==> config.mk <==
export PLATFORM = sky130hd
export DESIGN_NAME = pe_mac_sequencer
export DESIGN_NICKNAME = d
export VERILOG_FILES = /design/src/rtl/nn_pkg.sv /design/src/rtl/pe_mac.sv /design/src/rtl/pe_mac_sequencer.sv
export SDC_FILE = /design/constraint.sdc
export NUM_CORES = 1
export LEC_CHECK = 0
export CORE_UTILIZATION = 45
export CTS_BUF_LIST = sky130_fd_sc_hd__clkbuf_16
export CTS_CLUSTER_SIZE = 28
export DETAILED_ROUTE_END_ITERATION = 12
export GPL_ROUTABILITY_DRIVEN = 0
export GPL_TIMING_DRIVEN = 0
export PLACE_DENSITY = 0.65
export SLEW_MARGIN = 20
export SYNTH_ARGS = -nofsm -noshare
export SYNTH_HDL_FRONTEND = slang
export SYNTH_SLANG_ARGS = --single-unit
==> constraint.sdc <==
create_clock -name clk -period 20.1 [get_ports clk]
set_input_delay 4.02 -clock clk [delete_from_list [all_inputs] [get_ports clk]]
set_output_delay 4.02 -clock clk [all_outputs]
set_load 0.03 [all_outputs]
==> src/rtl/nn_pkg.sv <==
// Shared widths and FSM encoding for the processing-element sequencer slice.
package nn_pkg;
  localparam int NN_ADDR_WIDTH = 3;
  localparam int NN_DATA_WIDTH = 16;
  localparam int NN_PSUM_WIDTH = 2*NN_DATA_WIDTH + NN_ADDR_WIDTH;

  localparam logic [1:0] ST_IDLE = 2'd0;
  localparam logic [1:0] ST_MAC  = 2'd1;
  localparam logic [1:0] ST_DONE = 2'd2;
endpackage

==> src/rtl/pe_mac.sv <==
// Signed multiply-accumulate: full-width product, sign-extended into a wrapping accumulator.
// Priority is clear > load > enable; one accumulate per enabled cycle.
module pe_mac
  import nn_pkg::*;
#(
  parameter int DATA_WIDTH = NN_DATA_WIDTH,
  parameter int PSUM_WIDTH = NN_PSUM_WIDTH
) (
  input  logic                         clk,
  input  logic                         clr,
  input  logic                         load,
  input  logic signed [PSUM_WIDTH-1:0] load_val,
  input  logic                         en,
  input  logic signed [DATA_WIDTH-1:0] a,
  input  logic signed [DATA_WIDTH-1:0] b,
  output logic signed [PSUM_WIDTH-1:0] acc
);
  logic signed [2*DATA_WIDTH-1:0] prod;
  logic signed [PSUM_WIDTH-1:0]   prod_ext;

  always_comb begin
    prod     = a * b;
    prod_ext = PSUM_WIDTH'(prod);
  end

  always_ff @(posedge clk) begin
    if (clr) begin
      acc <= '0;
    end else if (load) begin
      acc <= load_val;
    end else if (en) begin
      acc <= acc + prod_ext;
    end
  end
endmodule

==> src/rtl/pe_mac_sequencer.sv <==
// Walks k over the scratchpads for a latched tap count, then holds the result until accepted.
// Result appears taps+1 cycles after start; held stable while psum_ready is low.
module pe_mac_sequencer
  import nn_pkg::*;
#(
  parameter int ADDR_WIDTH = NN_ADDR_WIDTH,
  parameter int DATA_WIDTH = NN_DATA_WIDTH,
  parameter int DEPTH      = 2**ADDR_WIDTH,
  parameter int PSUM_WIDTH = 2*DATA_WIDTH + ADDR_WIDTH
) (
  input  logic                         clk,
  input  logic                         rst,
  input  logic                         start,
  input  logic [ADDR_WIDTH:0]          num_taps,
  input  logic signed [PSUM_WIDTH-1:0] psum_in,
  output logic [ADDR_WIDTH-1:0]        filt_select,
  output logic [ADDR_WIDTH-1:0]        ifmap_select,
  input  logic signed [DATA_WIDTH-1:0] filt_value,
  input  logic signed [DATA_WIDTH-1:0] ifmap_value,
  output logic signed [PSUM_WIDTH-1:0] psum_out,
  output logic                         psum_valid,
  input  logic                         psum_ready,
  output logic                         ifmap_shift,
  output logic                         busy
);
  localparam logic [ADDR_WIDTH:0] DEPTH_W = (ADDR_WIDTH+1)'(DEPTH);
  localparam logic [ADDR_WIDTH:0] ONE     = (ADDR_WIDTH+1)'(1);

  logic [1:0]            state;
  logic [ADDR_WIDTH:0]   k;
  logic [ADDR_WIDTH:0]   taps;
  logic [ADDR_WIDTH:0]   taps_clamped;
  logic [ADDR_WIDTH:0]   k_next;
  logic                  accept;

  always_comb begin
    taps_clamped = (num_taps > DEPTH_W) ? DEPTH_W : num_taps;
    k_next       = k + ONE;
    accept       = (state == ST_IDLE) && start;
  end

  always_ff @(posedge clk) begin
    if (rst) begin
      state <= ST_IDLE;
      k     <= '0;
      taps  <= '0;
    end else begin
      case (state)
        ST_IDLE: begin
          if (start) begin
            taps  <= taps_clamped;
            k     <= '0;
            state <= (taps_clamped == '0) ? ST_DONE : ST_MAC;
          end
        end
        ST_MAC: begin
          k <= k_next;
          if (k_next == taps) state <= ST_DONE;
        end
        ST_DONE: begin
          if (psum_ready) state <= ST_IDLE;
        end
        default: state <= ST_IDLE;
      endcase
    end
  end

  pe_mac #(
    .DATA_WIDTH(DATA_WIDTH),
    .PSUM_WIDTH(PSUM_WIDTH)
  ) u_mac (
    .clk      (clk),
    .clr      (rst),
    .load     (accept),
    .load_val (psum_in),
    .en       (state == ST_MAC),
    .a        (filt_value),
    .b        (ifmap_value),
    .acc      (psum_out)
  );

  // Gating with rst keeps an aborted DONE from sliding the ifmap window.
  always_comb begin
    filt_select  = (state == ST_MAC) ? k[ADDR_WIDTH-1:0] : '0;
    ifmap_select = filt_select;
    psum_valid   = (state == ST_DONE);
    ifmap_shift  = (state == ST_DONE) && psum_ready && !rst;
    busy         = (state != ST_IDLE);
  end
endmodule

# Word level (Yosys, flattened, before mapping)
# Cells that the tools add are included.
[op_classes] muxes=11 eq_ne=6 order_cmp=1 n_reduce_logical=12 add_sub_neg=2 multipliers=1
[ops] op="$mux W35" count=2
[ops] op="$add A35 B32 Y35" count=1
[ops] op="$mul A16 B16 Y32" count=1
[ops] op="$mux W2" count=4
[ops] op="$mux W4" count=2
[ops] op="$pmux W4 S2" count=1
[ops] op="$pmux W2 S3" count=1
[ops] op="$reduce_bool A2 Y1" count=3
[ops] op="$add A4 B1 Y4 const B" count=1
[ops] op="$eq A4 B4 Y1" count=1
[ops] op="$gt A4 B4 Y1 const B" count=1
[ops] op="$logic_not A4 Y1" count=1
[ops] op="$ne A2 B2 Y1 const B" count=2
[ops] op="$reduce_and A2 Y1" count=2
[ops] op="$logic_and A1 B1 Y1" count=3
[ops] op="$mux W3" count=1
[ops] op="$reduce_and A3 Y1" count=1
[ops] op="$eq A2 B1 Y1 const B" count=1
[ops] op="$eq A2 B2 Y1 const B" count=1
[ops] op="$logic_not A2 Y1" count=1
[ops] op="$ne A2 B1 Y1 const B" count=1
[ops] op="$logic_not A1 Y1" count=1
[word_totals] word_cells=37 out_inout_bits=44 in_bits=75 ff_bits=45

# Depth between registers and ports, before layout
# Gate-level depths: netlist of the first run.
[logic_depth] word_depth=6 ltp_mapped=22 depth_no_buf=20

# By module
# A second synthesis of the first run with hierarchy kept.
[hier_totals] cells_unflattened=1527 hier_area_um2=13704.4
[modules_own_cells] mod="pe_mac" seq_area_each_um2=700.7 cells_per_inst=1458 area_each_um2=13128.8 n_inst=1
[modules_own_cells] mod="pe_mac_sequencer" seq_area_each_um2=200.2 cells_per_inst=69 area_each_um2=575.6 n_inst=1

# Worst setup path before layout of the first run
# No wires, ideal clock.
[synth_timing] kind="in2reg" from="input port filt_value[15]" to="register u_mac.acc[31]" path_stages=19 slack_ns=10.368 required_time_ns=19.984 t_arrival_ns=9.616 cell_sequence="clkbuf_1 -> nand2_1 -> inv_1 -> fa_1 -> fa_1 -> fa_1 -> fa_1 -> fa_1 -> inv_1 -> fa_1 -> inv_1 -> ha_1 -> buf_2 -> and4_1 -> nand2_1 -> or3_1 -> or3_4 -> a211o_1 -> o211a_1"
[synth_via] elab_chain_cells=4
[synth_rtl] element="start: declaration" line="pe_mac_sequencer.sv:18" rtl="input logic signed [DATA_WIDTH-1:0] filt_value,"
[synth_rtl] element="$mul A16 B16 Y32" line="pe_mac.sv:22" rtl="prod = a * b;"
[synth_rtl] element="$add A35 B32 Y35" line="pe_mac.sv:32" rtl="acc <= acc + prod_ext;"
[synth_rtl] element="$mux W35" line="pe_mac.sv:31" rtl="end else if (en) begin"
[synth_rtl] element="$mux W35" line="pe_mac.sv:29" rtl="end else if (load) begin"
[synth_rtl] element="end signal: assignment" line="pe_mac.sv:30" rtl="acc <= load_val;"
[synth_rtl] element="end signal: assignment" line="pe_mac.sv:32"
[synth_rtl] element="end: declaration" line="pe_mac.sv:16" rtl="output logic signed [PSUM_WIDTH-1:0] acc"
# No other way between the ends. The select of a mux whose other input is x is not followed.
# A chain may end at the register's enable or synchronous reset.

# Final worst setup path of the first run
[layout_timing] from="input port filt_value[15]" to="register u_mac.acc[34]"
# Same word-level chain as after synthesis.

==> implementation parameters, run 1 <==
Parameter                              Value

STA
  Final Max Slew Viols ... 0
  Final Hold Fails ... 0
  Clock Skew ... 5.03 ps
  Min cycle time layout ... 10940 ps
  Measured slew at the worst slew-check pin ... 1010 ps
  Setup repair after global routing missed its margin ... no
  Fmax achieved ... 0.0914 GHz
  Worst Hold Slack ... 464 ps
  Final-report setup violation count ... 0
  Max-slew headroom at the worst pin ... 0.326
  Setup TNS after final layout ... 0 ps
  Fin crit share ... 0.544

Critical path
  Nature of the critical path endpoint ... register
  Maximum single-stage delay on the critical path ... 890 ps
  Max Fanout on Critical Path ... 10
  Capture instance of the worst register-to-register path ... u_mac.acc[34]$_SDFFE_PP0P_
  Startpoint kind of the worst setup timing path ... input port
  Critical-path cell list ... clkdlybuf4s50_1 > clkbuf_1 > nand2_1 > inv_1 > fa_1 > fa_1 > fa_1 > fa_1 > fa_1 > inv_1 > fa_1 > inv_1 > ha_1 > a21o_1 > o21bai_1 > or2_0 > o31a_1 > a2111oi_0 > a311oi_1
  Worst path bufs/invs ... 5
  Reg2reg setup slack ... 14870 ps
  Delay-heaviest family, CP ... adder cells
  Worst reg2reg path depth ... 16
  Data arrival at the endpoint of the critical path ... 11110 ps
  Slowest stage cell, crit path ... sky130_fd_sc_hd__fa_1
  Critical Setup Path Class ... in -> reg
  Source of the critical timing path ... filt_value[15]
  Required time reported for the critical path endpoint ... 20270 ps
  Source of the worst register-to-register timing path ... u_mac.acc[15]$_SDFFE_PP0P_
  Number of stages on the worst setup path ... 19
  Critical path destination ... u_mac.acc[34]$_SDFFE_PP0P_
  Cell mode on critical path ... sky130_fd_sc_hd__fa_1

Die
  Initial Util ... 0.457
  Placement Rows ... 64
  Die extent in y ... 178 µm
  Total die area ... 0.0317 mm²
  Std-Cell Core Area ... 0.0305 mm²
  Top-level port count ... 119
  Die boundary width ... 178 µm

Yosys
  Leading register cell type out of synthesis ... sky130_fd_sc_hd__dfxtp_1
  Synth Area per Inst ... 8.87 µm²
  Cell accounting for the most synthesized area ... sky130_fd_sc_hd__fa_1
  Count of synthesis-stage warnings from yosys ... 0
  Async set-reset flop share out of synthesis ... 0
  Netlist cell types ... 74
  Number of flops mapped to enable cells by yosys ... 0
  Syn_nets ... 2063
  Area of the mapped netlist ... 0.0139 mm²
  Instance count of the mapped netlist ... 1573
  Fraction of synthesized cell area taken by the top area cell type ... 0.445
  FF+latch count, synth ... 45
  Ranking of synthesized cells by area ... sky130_fd_sc_hd__fa_1, sky130_fd_sc_hd__inv_1, sky130_fd_sc_hd__ha_1, sky130_fd_sc_hd__dfxtp_1, sky130_fd_sc_hd__and2_1
  Sequential element share of the synthesized area ... 0.0646

Status
  Violations in the final reports ... design-rule violations
  Run status ... complete, but fails checks

Clocking
  Total clock buffers created by CTS ... 5
  CTS Hold Bufs ... 0
  CTS Root Cell ... sky130_fd_sc_hd__clkbuf_16
  CTS tree ... done
  Total number of clock tree sinks ... 45
  H-tree levels ... 2
  Post-CTS Setup Bufs ... 0
  CTS-repair resized insts ... 0
  Insertion delay to the later sink of the worst-skew pair ... 300 ps
  Register clock-pin slew on the reported worst setup and hold paths ... 70 ps
  Max Root-Sink Buffers ... 2

Finish
  Number of antenna cells inserted ... 0
  Nets ... 2187
  Ratio of cells with drive above 1 in the final layout ... 0.0188
  Most common cell after layout, fill and taps aside ... sky130_fd_sc_hd__inv_1
  Area growth, synth to finish ... 13.0%
  Commonest cells after routing, fill and taps aside ... sky130_fd_sc_hd__inv_1, sky130_fd_sc_hd__fa_1, sky130_fd_sc_hd__nand2_1
  Filler-free cell count of the finished design ... 2094

Route
  Wire length reported by the detailed router ... 39.5 mm
  Number of remaining DRC errors ... 1
  Count of vias placed by the detailed router ... 11300
  Routed wire length on met3 ... 2.55 mm
  Met2 Routed Length ... 19.4 mm
  Via density per instance ... 5.39
  Starting DRC count in detailed routing ... 733
  Pre-Repair DR Iteration Count ... 12
  Wire length the detailed router placed on met1 ... 16.4 mm
  ANT nets after route ... 0
  Max layer used ... met4
  Wire length per cell after detailed routing ... 18.9 µm

GRT
  Congestion Overflow GR ... 0
  Number of global-route vias before repair ... 11500
  Global-route usage over all layers ... 0.262
  Number of antenna violations at the first check in global routing ... 0
  Maximum number of pins on one net before global-route repair ... 19
  Wire length of the first global-routing pass ... 62.7 mm

Placement
  Detailed Place HPWL ... 34.4 mm
  Port bufs ... 117
  Total instance count after detailed placement ... 2086

Min path
  Min-Delay Path Class ... reg -> reg

Run
  Number of maximum-capacitance constraint violations ... 0
## worst register-to-register path, stage by stage, from the launching register on
cell	delay, ps
sky130_fd_sc_hd__dfxtp_1	340
sky130_fd_sc_hd__inv_1	100
sky130_fd_sc_hd__fa_1	510
sky130_fd_sc_hd__inv_1	50
sky130_fd_sc_hd__fa_1	520
sky130_fd_sc_hd__fa_1	440
sky130_fd_sc_hd__fa_1	560
sky130_fd_sc_hd__inv_1	50
sky130_fd_sc_hd__fa_1	470
sky130_fd_sc_hd__inv_1	50
sky130_fd_sc_hd__ha_1	360
sky130_fd_sc_hd__and3_4	260
sky130_fd_sc_hd__and4_1	200
sky130_fd_sc_hd__and3_1	240
sky130_fd_sc_hd__o31a_1	350
sky130_fd_sc_hd__a2111oi_0	480
sky130_fd_sc_hd__a311oi_1	110
## registers in the layout (all words and copies together) (netlist names)
signal / cells
k: 4
state: 2
taps: 4
u_mac.acc: 35
## per-layer routing
| metal | up-vias | GRT usage |
|---|---|---|
| met4 | 0 | 0.0677 |
| met3 | 69 | 0.0341 |
| met1 | 5748 | 0.358 |
| li1 | 5068 | - |
| met2 | 407 | 0.437 |
| met5 | - | 0 |
## stage by stage
stage          cell area (µm²)   util  setup WS [ps]
2_1_floorplan            13900      -          10370
4_1_cts                  15800  0.517           9110
6_report                 15800  0.517           9160
5_1_grt                  15800  0.517           8710
3_3_place_gp             15600  0.512           8850
3_5_place_dp             15600  0.512           8810
## cell usage after synthesis (all sizes together) (12+ instances only)
cell type	count
a21oi	57
nor3	23
a21o	12
o21ai	25
nor2	61
buf	16
xnor2	21
nand3	17
dfxtp	45
clkbuf	53
and2	128
or3	16
inv	368
fa	310
ha	105
nand2	173
## final cells by class
class,instances,area [µm²]
buffer,69,300
clock buffer,5,125
clock inverter,3,22.5
fill,2933,14700
inverter,368,1380
multi-input combinational,1091,11400
sequential,45,901
tap,396,495
timing repair buffer,117,1170
## how the worst min path moves through the flow
stage | startpoint | to | cells past startpoint
floorplan | taps[0]$_SDFFE_PP0P_ | taps[0]$_SDFFE_PP0P_ | 2
global placement | taps[1]$_SDFFE_PP0P_ | taps[1]$_SDFFE_PP0P_ | 2
detailed placement | taps[1]$_SDFFE_PP0P_ | taps[1]$_SDFFE_PP0P_ | 2
CTS | taps[1]$_SDFFE_PP0P_ | taps[1]$_SDFFE_PP0P_ | 2
global route | taps[1]$_SDFFE_PP0P_ | taps[1]$_SDFFE_PP0P_ | 2
finish | taps[1]$_SDFFE_PP0P_ | taps[1]$_SDFFE_PP0P_ | 2
## cell families after synthesis
family,after synthesis,synth area share
AND/OR/NAND/NOR,464,0.167
XOR/XNOR,27,0.0179
flip-flops,45,0.0646
adder cells (fa/ha/maj),415,0.539
multiplexers,3,0.00224
buffers and inverters,437,0.121
AO/OA/AOI/OAI,182,0.0886
Power of run 1 is not shown: default switching activity piles up to over one toggle a cycle in this logic, so the estimate is an artifact.
==> inputs of run 2 (changes only) <==
PLACE_DENSITY = 0.67   (was 0.65)
clock period = 9.5 ns   (was 20.1 ns; I/O delays follow)
==> run 2 against run 1 <==
  * The run now ends clean
  * Critical path depth did not move
  * Final area barely moved
  * Sequential share of layout area barely moved
==> implementation parameters, run 2 (synthesis results as in run 1) <==
Parameter                              Value

Finish
  Area growth, synth to finish ... 13.0%
  Fill cell count ... 2906
  Ratio of cells with drive above 1 in the final layout ... 0.0188
  Post-route design area ... 0.0158 mm²
  Registers with the highest flip-flop counts ... u_mac.acc x35, k x4, taps x4
  Number of antenna cells inserted ... 0
  FF+latch area ... 901 µm²
  Most common cell after layout, fill and taps aside ... sky130_fd_sc_hd__inv_1
  Combined area of the multi-input logic cells ... 0.0114 mm²
  Commonest cells after routing, fill and taps aside ... sky130_fd_sc_hd__inv_1, sky130_fd_sc_hd__fa_1, sky130_fd_sc_hd__nand2_1
  Nets ... 2187
  Register containing the most flip-flops in the final layout ... u_mac.acc
  Flip-flop count of the largest register, all copies and words added ... 35

Clocking
  CTS Root Cell ... sky130_fd_sc_hd__clkbuf_16
  Total number of clock tree sinks ... 45
  Register clock-pin slew on the reported worst setup and hold paths ... 70 ps
  Post-CTS Setup Bufs ... 0
  CTS-repair resized insts ... 0
  Insertion delay to the later sink of the worst-skew pair ... 300 ps
  Max Root-Sink Buffers ... 2
  CTS Hold Bufs ... 0
  CTS tree ... done
  Total clock buffers created by CTS ... 5
  H-tree levels ... 2

Placement
  Setup slack at placement ... 299 ps
  Detailed Place HPWL ... 33.9 mm
  Post-place instance area ... 0.0156 mm²
  Port bufs ... 117

STA
  Final Hold Fails ... 0
  Final Max Slew Viols ... 0
  Setup TNS after final layout ... 0 ps
  Setup repair after global routing missed its margin ... no
  Fmax achieved ... 0.111 GHz
  Max-slew headroom at the worst pin ... 0.360
  Worst setup slack after layout ... 492 ps
  Clock Skew ... 5.22 ps
  Final-report setup violation count ... 0
  Measured slew at the worst slew-check pin ... 957 ps
  Min cycle time layout ... 9010 ps
  Worst Hold Slack ... 472 ps
  Fin crit share ... 0.948

Critical path
  Max Fanout on Critical Path ... 10
  Reg2reg setup slack ... 4140 ps
  Startpoint kind of the worst setup timing path ... input port
  Source of the critical timing path ... filt_value[15]
  Worst reg2reg path depth ... 16
  Source of the worst register-to-register timing path ... u_mac.acc[15]$_SDFFE_PP0P_
  Required time reported for the critical path endpoint ... 9660 ps
  Data arrival at the endpoint of the critical path ... 9170 ps
  Capture instance of the worst register-to-register path ... u_mac.acc[34]$_SDFFE_PP0P_
  Nature of the critical path endpoint ... register
  Critical Setup Path Class ... in -> reg

Route
  Pre-Repair DR Iteration Count ... 5
  Count of vias placed by the detailed router ... 11300
  Via density per instance ... 5.40
  Wire length reported by the detailed router ... 38.8 mm
  Number of remaining DRC errors ... 0
  ANT nets after route ... 0
  Wire length per cell after detailed routing ... 18.5 µm
  Starting DRC count in detailed routing ... 788

GRT
  Wire length of the first global-routing pass ... 61.1 mm
  Number of global-route vias before repair ... 11400
  Global-route usage over all layers ... 0.253
  Number of antenna violations at the first check in global routing ... 0
  Congestion Overflow GR ... 0
  Maximum number of pins on one net before global-route repair ... 19

Min path
  Worst hold path endpoint ... taps[3]$_SDFFE_PP0P_
  Min-Delay Path Class ... reg -> reg
  Hold Startpoint ... taps[3]$_SDFFE_PP0P_
  Instance count along the most critical hold path ... 2

Die
  Placement Rows ... 64
  Std-Cell Core Area ... 0.0305 mm²
  Total die area ... 0.0317 mm²
  Die boundary width ... 178 µm
  Top-level port count ... 119
  Initial Util ... 0.457
  Die extent in y ... 178 µm

Status
  Run status ... finished clean

Run
  Number of maximum-capacitance constraint violations ... 0
## run 2: stage by stage
step            util  cells
2_1_floorplan      -   1573
3_3_place_gp   0.512   2086
3_5_place_dp   0.512   2086
4_1_cts        0.516   2094
5_1_grt        0.516   2094
6_report       0.516   2094
## run 2: worst max-delay path, stage by stage
cell	delay [ps]
sky130_fd_sc_hd__clkdlybuf4s50_1	740
sky130_fd_sc_hd__clkbuf_1	510
sky130_fd_sc_hd__nand2_1	190
sky130_fd_sc_hd__inv_1	170
sky130_fd_sc_hd__fa_1	540
sky130_fd_sc_hd__fa_1	910
sky130_fd_sc_hd__fa_1	530
sky130_fd_sc_hd__fa_1	500
sky130_fd_sc_hd__fa_1	510
sky130_fd_sc_hd__inv_1	50
sky130_fd_sc_hd__fa_1	480
sky130_fd_sc_hd__inv_1	40
sky130_fd_sc_hd__ha_1	360
sky130_fd_sc_hd__a21o_1	230
sky130_fd_sc_hd__o21bai_1	180
sky130_fd_sc_hd__or2_0	230
sky130_fd_sc_hd__o31a_1	400
sky130_fd_sc_hd__a2111oi_0	570
sky130_fd_sc_hd__a311oi_1	120
## run 2: layout make-up
type	instances	share of cell area
inverters	368	0.0877
clock buffers	5	0.00794
plain buffers	69	0.0191
clock inverters	3	0.00111
well taps	396	0.0314
multi-input cells	1091	0.721
repair buffers	117	0.0743
flip-flops and latches	45	0.0572
## run 2: worst max path at each step
stage                     cells past startpoint  slack [ps]                         end
final                                        19         490  u_mac.acc[34]$_SDFFE_PP0P_
after global routing                         20         150  u_mac.acc[29]$_SDFFE_PP0P_
after CTS                                    19         590  u_mac.acc[34]$_SDFFE_PP0P_
after detailed placement                     19         300  u_mac.acc[34]$_SDFFE_PP0P_
after global placement                       20         400  u_mac.acc[29]$_SDFFE_PP0P_
after floorplan                              19        1890  u_mac.acc[31]$_SDFFE_PP0P_
## run 2: metal layers
metal	wire, µm	global-route usage	vias up	part of all wire
li1	-	-	5064	-
met1	16200	0.350	5718	0.42
met2	18800	0.421	475	0.49
met3	2790	0.0294	60	0.072
met4	984	0.0666	0	0.025
met5	0	0	-	0
Power of run 2 is left out for the same reason.
